<file path="src/rtl/fetch_unit_pkg.sv">
// Fetch unit shared definitions: FSM state encodings,
// default reset PC and the npc alignment helper.
package fetch_unit_pkg;

    typedef enum logic [2:0] {
        FETCH_REQ   = 3'd0,
        FETCH_WAIT  = 3'd1,
        FETCH_ISSUE = 3'd2,
        FETCH_EXEC  = 3'd3,
        FETCH_FAULT = 3'd4
    } fetch_state_e;

    localparam logic [31:0] FETCH_RESET_PC = 32'h0000_0000;

    // Instructions are word aligned; any low-bit set is a fault.
    function automatic logic is_aligned(input logic [31:0] addr);
        return (addr[1:0] == 2'b00);
    endfunction

endpackage

</file>
<file path="src/rtl/fetch_retire_counter.sv">
// Committed-instruction counter: 32-bit, wraps modulo 2^32.
// Ports: clk, rst (async high), i_en (count), o_cnt (value).
module fetch_retire_counter (
    input  logic        clk,
    input  logic        rst,
    input  logic        i_en,
    output logic [31:0] o_cnt
);

    logic [31:0] r_cnt;

    always_ff @(posedge clk or posedge rst) begin
        if (rst) begin
            r_cnt <= 32'd0;
        end else if (i_en) begin
            r_cnt <= r_cnt + 32'd1;
        end
    end

    assign o_cnt = r_cnt;

endmodule

</file>
<file path="src/rtl/fetch_unit.sv">
// PC owner and fetch sequencer: REQ -> WAIT -> ISSUE -> EXEC loop.
// Ports: imem req/rsp, decode valid/ready, npc commit, pc, fault, retire_cnt.
module fetch_unit
    import fetch_unit_pkg::*;
#(
    parameter logic [31:0] RESET_PC = FETCH_RESET_PC
) (
    input  logic        clk,
    input  logic        rst,
    input  logic [31:0] npc,
    input  logic        pc_update,
    output logic        imem_req_valid,
    input  logic        imem_req_ready,
    output logic [31:0] imem_addr,
    input  logic        imem_rsp_valid,
    input  logic [31:0] imem_rsp_data,
    output logic        inst_valid,
    input  logic        inst_ready,
    output logic [31:0] inst,
    output logic [31:0] pc,
    output logic        fault,
    output logic [31:0] retire_cnt
);

    fetch_state_e r_state;
    fetch_state_e w_state_nxt;

    logic [31:0] r_pc;
    logic [31:0] r_inst;
    logic        r_fault;

    logic        w_commit;
    logic        w_npc_ok;
    logic        w_rsp_take;

    // A commit only counts while execute owns the instruction.
    assign w_commit   = (r_state == FETCH_EXEC) && pc_update;
    assign w_npc_ok   = is_aligned(npc);
    assign w_rsp_take = (r_state == FETCH_WAIT) && imem_rsp_valid;

    // State register
    always_ff @(posedge clk or posedge rst) begin
        if (rst) begin
            r_state <= FETCH_REQ;
        end else begin
            r_state <= w_state_nxt;
        end
    end

    // Next-state logic
    always_comb begin
        w_state_nxt = r_state;
        unique case (r_state)
            FETCH_REQ: begin
                if (imem_req_ready) begin
                    w_state_nxt = FETCH_WAIT;
                end
            end
            FETCH_WAIT: begin
                if (imem_rsp_valid) begin
                    w_state_nxt = FETCH_ISSUE;
                end
            end
            FETCH_ISSUE: begin
                if (inst_ready) begin
                    w_state_nxt = FETCH_EXEC;
                end
            end
            FETCH_EXEC: begin
                if (pc_update) begin
                    w_state_nxt = w_npc_ok ? FETCH_REQ : FETCH_FAULT;
                end
            end
            FETCH_FAULT: begin
                w_state_nxt = FETCH_FAULT;
            end
            default: begin
                // Unused encodings park in the terminal state.
                w_state_nxt = FETCH_FAULT;
            end
        endcase
    end

    // Output decode; request is masked while reset is held.
    always_comb begin
        imem_req_valid = 1'b0;
        inst_valid     = 1'b0;
        unique case (r_state)
            FETCH_REQ:   imem_req_valid = ~rst;
            FETCH_ISSUE: inst_valid     = 1'b1;
            default: begin
                imem_req_valid = 1'b0;
                inst_valid     = 1'b0;
            end
        endcase
    end

    // PC only moves on an aligned commit.
    always_ff @(posedge clk or posedge rst) begin
        if (rst) begin
            r_pc <= RESET_PC;
        end else if (w_commit && w_npc_ok) begin
            r_pc <= npc;
        end
    end

    always_ff @(posedge clk or posedge rst) begin
        if (rst) begin
            r_inst <= 32'd0;
        end else if (w_rsp_take) begin
            r_inst <= imem_rsp_data;
        end
    end

    // Sticky until reset.
    always_ff @(posedge clk or posedge rst) begin
        if (rst) begin
            r_fault <= 1'b0;
        end else if (w_commit && !w_npc_ok) begin
            r_fault <= 1'b1;
        end
    end

    fetch_retire_counter u_retire (
        .clk   (clk),
        .rst   (rst),
        .i_en  (w_commit),
        .o_cnt (retire_cnt)
    );

    assign imem_addr = r_pc;
    assign pc        = r_pc;
    assign inst      = r_inst;
    assign fault     = r_fault;

endmodule

</file>
<file path="config.mk">
export PLATFORM = sky130hd
export DESIGN_NAME = fetch_unit
export DESIGN_NICKNAME = d
export VERILOG_FILES = /design/src/rtl/fetch_unit_pkg.sv /design/src/rtl/fetch_retire_counter.sv /design/src/rtl/fetch_unit.sv
export SDC_FILE = /design/constraint.sdc
export NUM_CORES = 1
export LEC_CHECK = 0
export CORE_MARGIN = 1.5
export CORE_UTILIZATION = 44
export DETAILED_ROUTE_END_ITERATION = 8
export GPL_TIMING_DRIVEN = 0
export HOLD_SLACK_MARGIN = 0.02
export PLACE_DENSITY = 0.88
export SYNTH_ARGS = -nofsm -noshare
export SYNTH_HDL_FRONTEND = slang
export SYNTH_SLANG_ARGS = --single-unit
</file>
<file path="constraint.sdc">
create_clock -name clk -period 5.3 [get_ports clk]
set_input_delay 1.06 -clock clk [delete_from_list [all_inputs] [get_ports clk]]
set_output_delay 1.06 -clock clk [all_outputs]
set_load 0.05 [all_outputs]
</file>
# Yosys cells after proc, flatten, opt, wreduce, memory -nomap -nowiden
# Index checks and enable logic that the tools add are counted.
# word_totals
reg_bits	100
output_inout_bits	131
word_cells	30
# op_classes
bitwise	1
eq_ne	7
n_reduce_logical	8
n_addsub	1
n_mux	8
# op_table
operator	count
32-bit by 1-bit adder with 32-bit output, second input constant	1
3-bit 2-to-1 mux	5
3-bit one-hot mux with 4 select lines	1
2-bit inequality test, second input constant	4
3-bit by 2-bit == test with 1-bit output, second input constant	2
1-bit logical AND	4
4-bit AND reduction	1
3-bit by 1-bit == test with 1-bit output, second input constant	1
3-bit logical NOT	1
2-bit logical NOT	1
1-bit 2-to-1 mux	2
1-bit logical NOT	1
1-bit inverter	1

# Depth between registers and ports, before layout
# depth
word_depth	4
ltp_mapped	6
ltp_nobuf	6

# Hierarchy
# Synthesis repeated with hierarchy kept, for this count alone.
# hier_totals
hier_cells	316
hier_area_um2	4480.5
# modules_own_cells
mod	seq_area_each_um2	area_each_um2	cells_each	n_inst
fetch_unit	1701.6	2970.3	190	1
fetch_retire_counter	800.8	1510.2	126	1

# Worst setup path after synthesis
# OpenSTA, ideal clock, no wires.
# synth_timing
path_kind	input -> output
from	in rst
to	out imem_req_valid
arrival_time_ps	2509
required_time_ps	4240
path_buffers	0
cell_stages	1
slack_ps	1731
cell_sequence	nor4_1
# synth_via
elab_chain_cells	2
# synth_lines
item	line	rtl
from (decl)	fetch_unit.sv:9	input logic rst,
1-bit inverter	fetch_unit.sv:89	FETCH_REQ: imem_req_valid = ~rst;
1-bit 2-to-1 mux	fetch_unit.sv:88	unique case (r_state)
to (decl)	fetch_unit.sv:12	output logic imem_req_valid,
# Every way passes these cells.

# Final worst setup path
# Ends and elaborated chain as after synthesis.

==> results.md <==
- Status: finished, final reports clean
- First-pass GRT wire length: 16500 um
- Nets@finish: 600
- Vias in the first global route: 3253
- CP required: 4.24 ns
- Final Hold Vio Count: 0
- Synth area leader: dfrtp_1
- CTS root buf: clkbuf_8
- I/O pin count: 201
- Clock sink total: 100
- Longest Clk Path Bufs: 2
- Slowest-stage cell, CP: clkdlybuf4s50_1
- Layout cells sized above 1: 0.230
- Synth-to-layout area growth: 56.1%
- Routability cong.: 0.781
- Ys flop type: dfrtp_1
- Final TNS setup: 0 ns
- CP peak stage delay: 0.89 ns
- Dpl ws: 1.61 ns
- Worst Path Class, Setup: in2out
- Die height: 101 um
- Total wire length: 10500 um
- Post-CTS Resized: 0
- Worst-skew pair later-pin latency: 0.35 ns
- Leakage power figure: 2.91 nW
- Setup Buffers After CTS: 0
- Die X: 101 um
- Netlist cell types: 27
- Slew HR: 0.623
- DRT iter0 DRCs: 67
- ANT cells: 0
- Period minus WS final: 3.71 ns
- Worst vdd rail ir drop: 0.302 mV
- Layout Skew: 0.0125 ns
- Worst path cell trace: clkdlybuf4s50_1, nor4_1, clkdlybuf4s50_1
- Crit path top cell by count: clkdlybuf4s50_1
- Synth top area cells: dfrtp_1 (59%), mux2_2 (16%), buf_4 (5.7%)
- DR pass1 iterations: 4
- CTS tree: built
- Vias: 3141
- DR WL/cell: 15.8 um
- Pwr dens: 656 nW/um^2
- Crit start category: input port
- DR vias/cell: 4.74
- DR DRC count: 0
- Post-synthesis cell count: 317
- Mapped Nets: 388
- Num CTS Buffers: 9
- Slew Limit Fails: 0
- Number of enable flip-flop cells after synthesis: 0
- Final ANT Viol Nets: 0
- Seq/Total Area, Yosys: 0.594
- Crit path max-delay family: buffers and inverters
- Row count: 35
- Initial core utilization: 0.456
- Final worst slack: 1.59 ns
- Final Cycle Share: 0.701
- CP Data Arrival Time: 2.65 ns
- Clock-pin slew on the worst setup and hold paths: 0.09 ns
- CP max FO: 2
- Largest net degree at the start of global routing: 59
- H-tree Lvls: 3
- FF+latch count, synth: 100
- Core ar.: 9240 sq um
- # port buffers: 200
- WP buf/inv: 2
- Avg Inst Size Synth: 13.3 sq um
- Unrepaired setup endpoints after global routing: false
- Fmax: 0.269 GHz
- HPWL Detailed: 8170 um
- Max_cap viols: 0
- Final setup vio count: 0
- Die area: 10200 sq um
- Synth top area share: 0.594
- Asr flop ratio synth: 1.00
- GRT overflow: 0
- Initial antenna violation count: 0
- Hold crit path type: reg2reg
- Synth warnings: 0
- Hold buffer count at CTS: 0
- Actual slew at the worst max-slew pin: 0.561 ns
- Cell Area, Synth: 4210 sq um
- Worst setup EP type: output pin
- GRT Total Usage: 0.211
state kept, by name, summed over array words and instances (netlist names):
name / cells
u_retire.o_cnt: 32
imem_addr: 32
r_state: 3
inst: 32
fault: 1
area by class of cell:
cell class	instances	area, sq um
Buffer	40	279
Timing Repair Buffer	201	2030
Clock buffer	11	131
Fill cell	655	2670
Sequential cell	100	2500
Clock inverter	5	37.5
Inverter	6	25.0
Multi-Input combinational cell	171	1410
Tap cell	129	161
worst reg2reg max path, cell delays in order (launching register included):
cell and delay (ns):
dfrtp_1 0.48, nand4b_4 0.29, nor3_2 0.46, nand4_1 0.34, nor2_1 0.21, xor2_1 0.16
cell usage after synthesis, drive strengths merged, types with 3 or more instances:
master and instances:
dfrtp 100, mux2 62, buf 40, xnor2 21, nand2 20, nor2 16
nand4 11, xor2 10, nand3 7, inv 6, nor3 6, nor4 4
and3 3
where the power goes:
group | leakage (nW) | total, mW | switching [mW] | internal [mW]
Combinational | 1.53 | 2.68 | 1.67 | 1.01
Clock | 0.0799 | 0.430 | 0.257 | 0.173
Sequential | 1.30 | 1.21 | 0.186 | 1.02
Total | 2.91 | 4.32 | 2.11 | 2.20
layout by cell type, fill, tap and decap left out, types with 2 or more instances in the layout:
| cell type | n |
|---|---|
| nor3_2 | 2 |
| nand3_1 | 7 |
| buf_2 | 7 |
| mux2_2 | 60 |
| inv_1 | 4 |
| nor4_1 | 3 |
| xnor2_1 | 21 |
| mux2_1 | 2 |
| or2_2 | 2 |
| xor2_1 | 10 |
| nand2_1 | 20 |
| nor3_1 | 4 |
| dfrtp_1 | 100 |
| buf_4 | 32 |
| o211ai_1 | 2 |
| a21oi_1 | 2 |
| clkdlybuf4s50_1 | 200 |
| nor2_1 | 16 |
| and3_1 | 3 |
| clkbuf_1 | 2 |
| and2_1 | 2 |
| clkinvlp_4 | 2 |
| nand4_1 | 10 |
| clkbuf_8 | 9 |
stage by stage:
step                cells   util  hold slack (ns)  instance area [sq um]  power [mW]
global route          663  0.712            0.489                   6580        4.49
global placement      646  0.690            0.457                   6380        3.85
detailed placement    647  0.693            0.465                   6410        3.92
CTS                   663  0.712            0.479                   6580        4.35
finish                663  0.712            0.475                   6580        4.32
floorplan             317      -            0.522                   4210        3.00
logic make-up after synthesis:
logic type	count (synthesis)	synth area share
AND/OR/NAND/NOR	73	0.0953
AO/OA/AOI/OAI	4	0.00594
XOR/XNOR	31	0.0644
buffers and inverters	46	0.0716
adder cells (fa/ha/maj)	1	0.00297
multiplexers	62	0.166
flip-flops	100	0.594
routing by layer:
metal | part of all wire | wire, um | vias to the layer above | global-route usage
li1 | - | - | 1466 | -
met1 | 0.38 | 4010 | 1537 | 0.235
met2 | 0.54 | 5600 | 121 | 0.394
met3 | 0.063 | 658 | 17 | 0.0492
met4 | 0.018 | 187 | 0 | 0.0726
met5 | 0 | 0 | - | 0
final timing paths:
check	startpoint	to	slack, ns	cells after the start
worst max-delay path	rst	imem_req_valid	1.59	3
worst min-delay path	u_retire.o_cnt[31]	u_retire.o_cnt[31]	0.47	1
worst max register to register	r_state[2]	u_retire.o_cnt[29]	3.29	5
worst min register to register	u_retire.o_cnt[31]	u_retire.o_cnt[31]	0.47	1
max in group asynchronous	rst	u_retire.o_cnt[13]	3.47	3
min in group asynchronous	rst	u_retire.o_cnt[2]	1.16	2
Power figures use the tool's default switching activity.
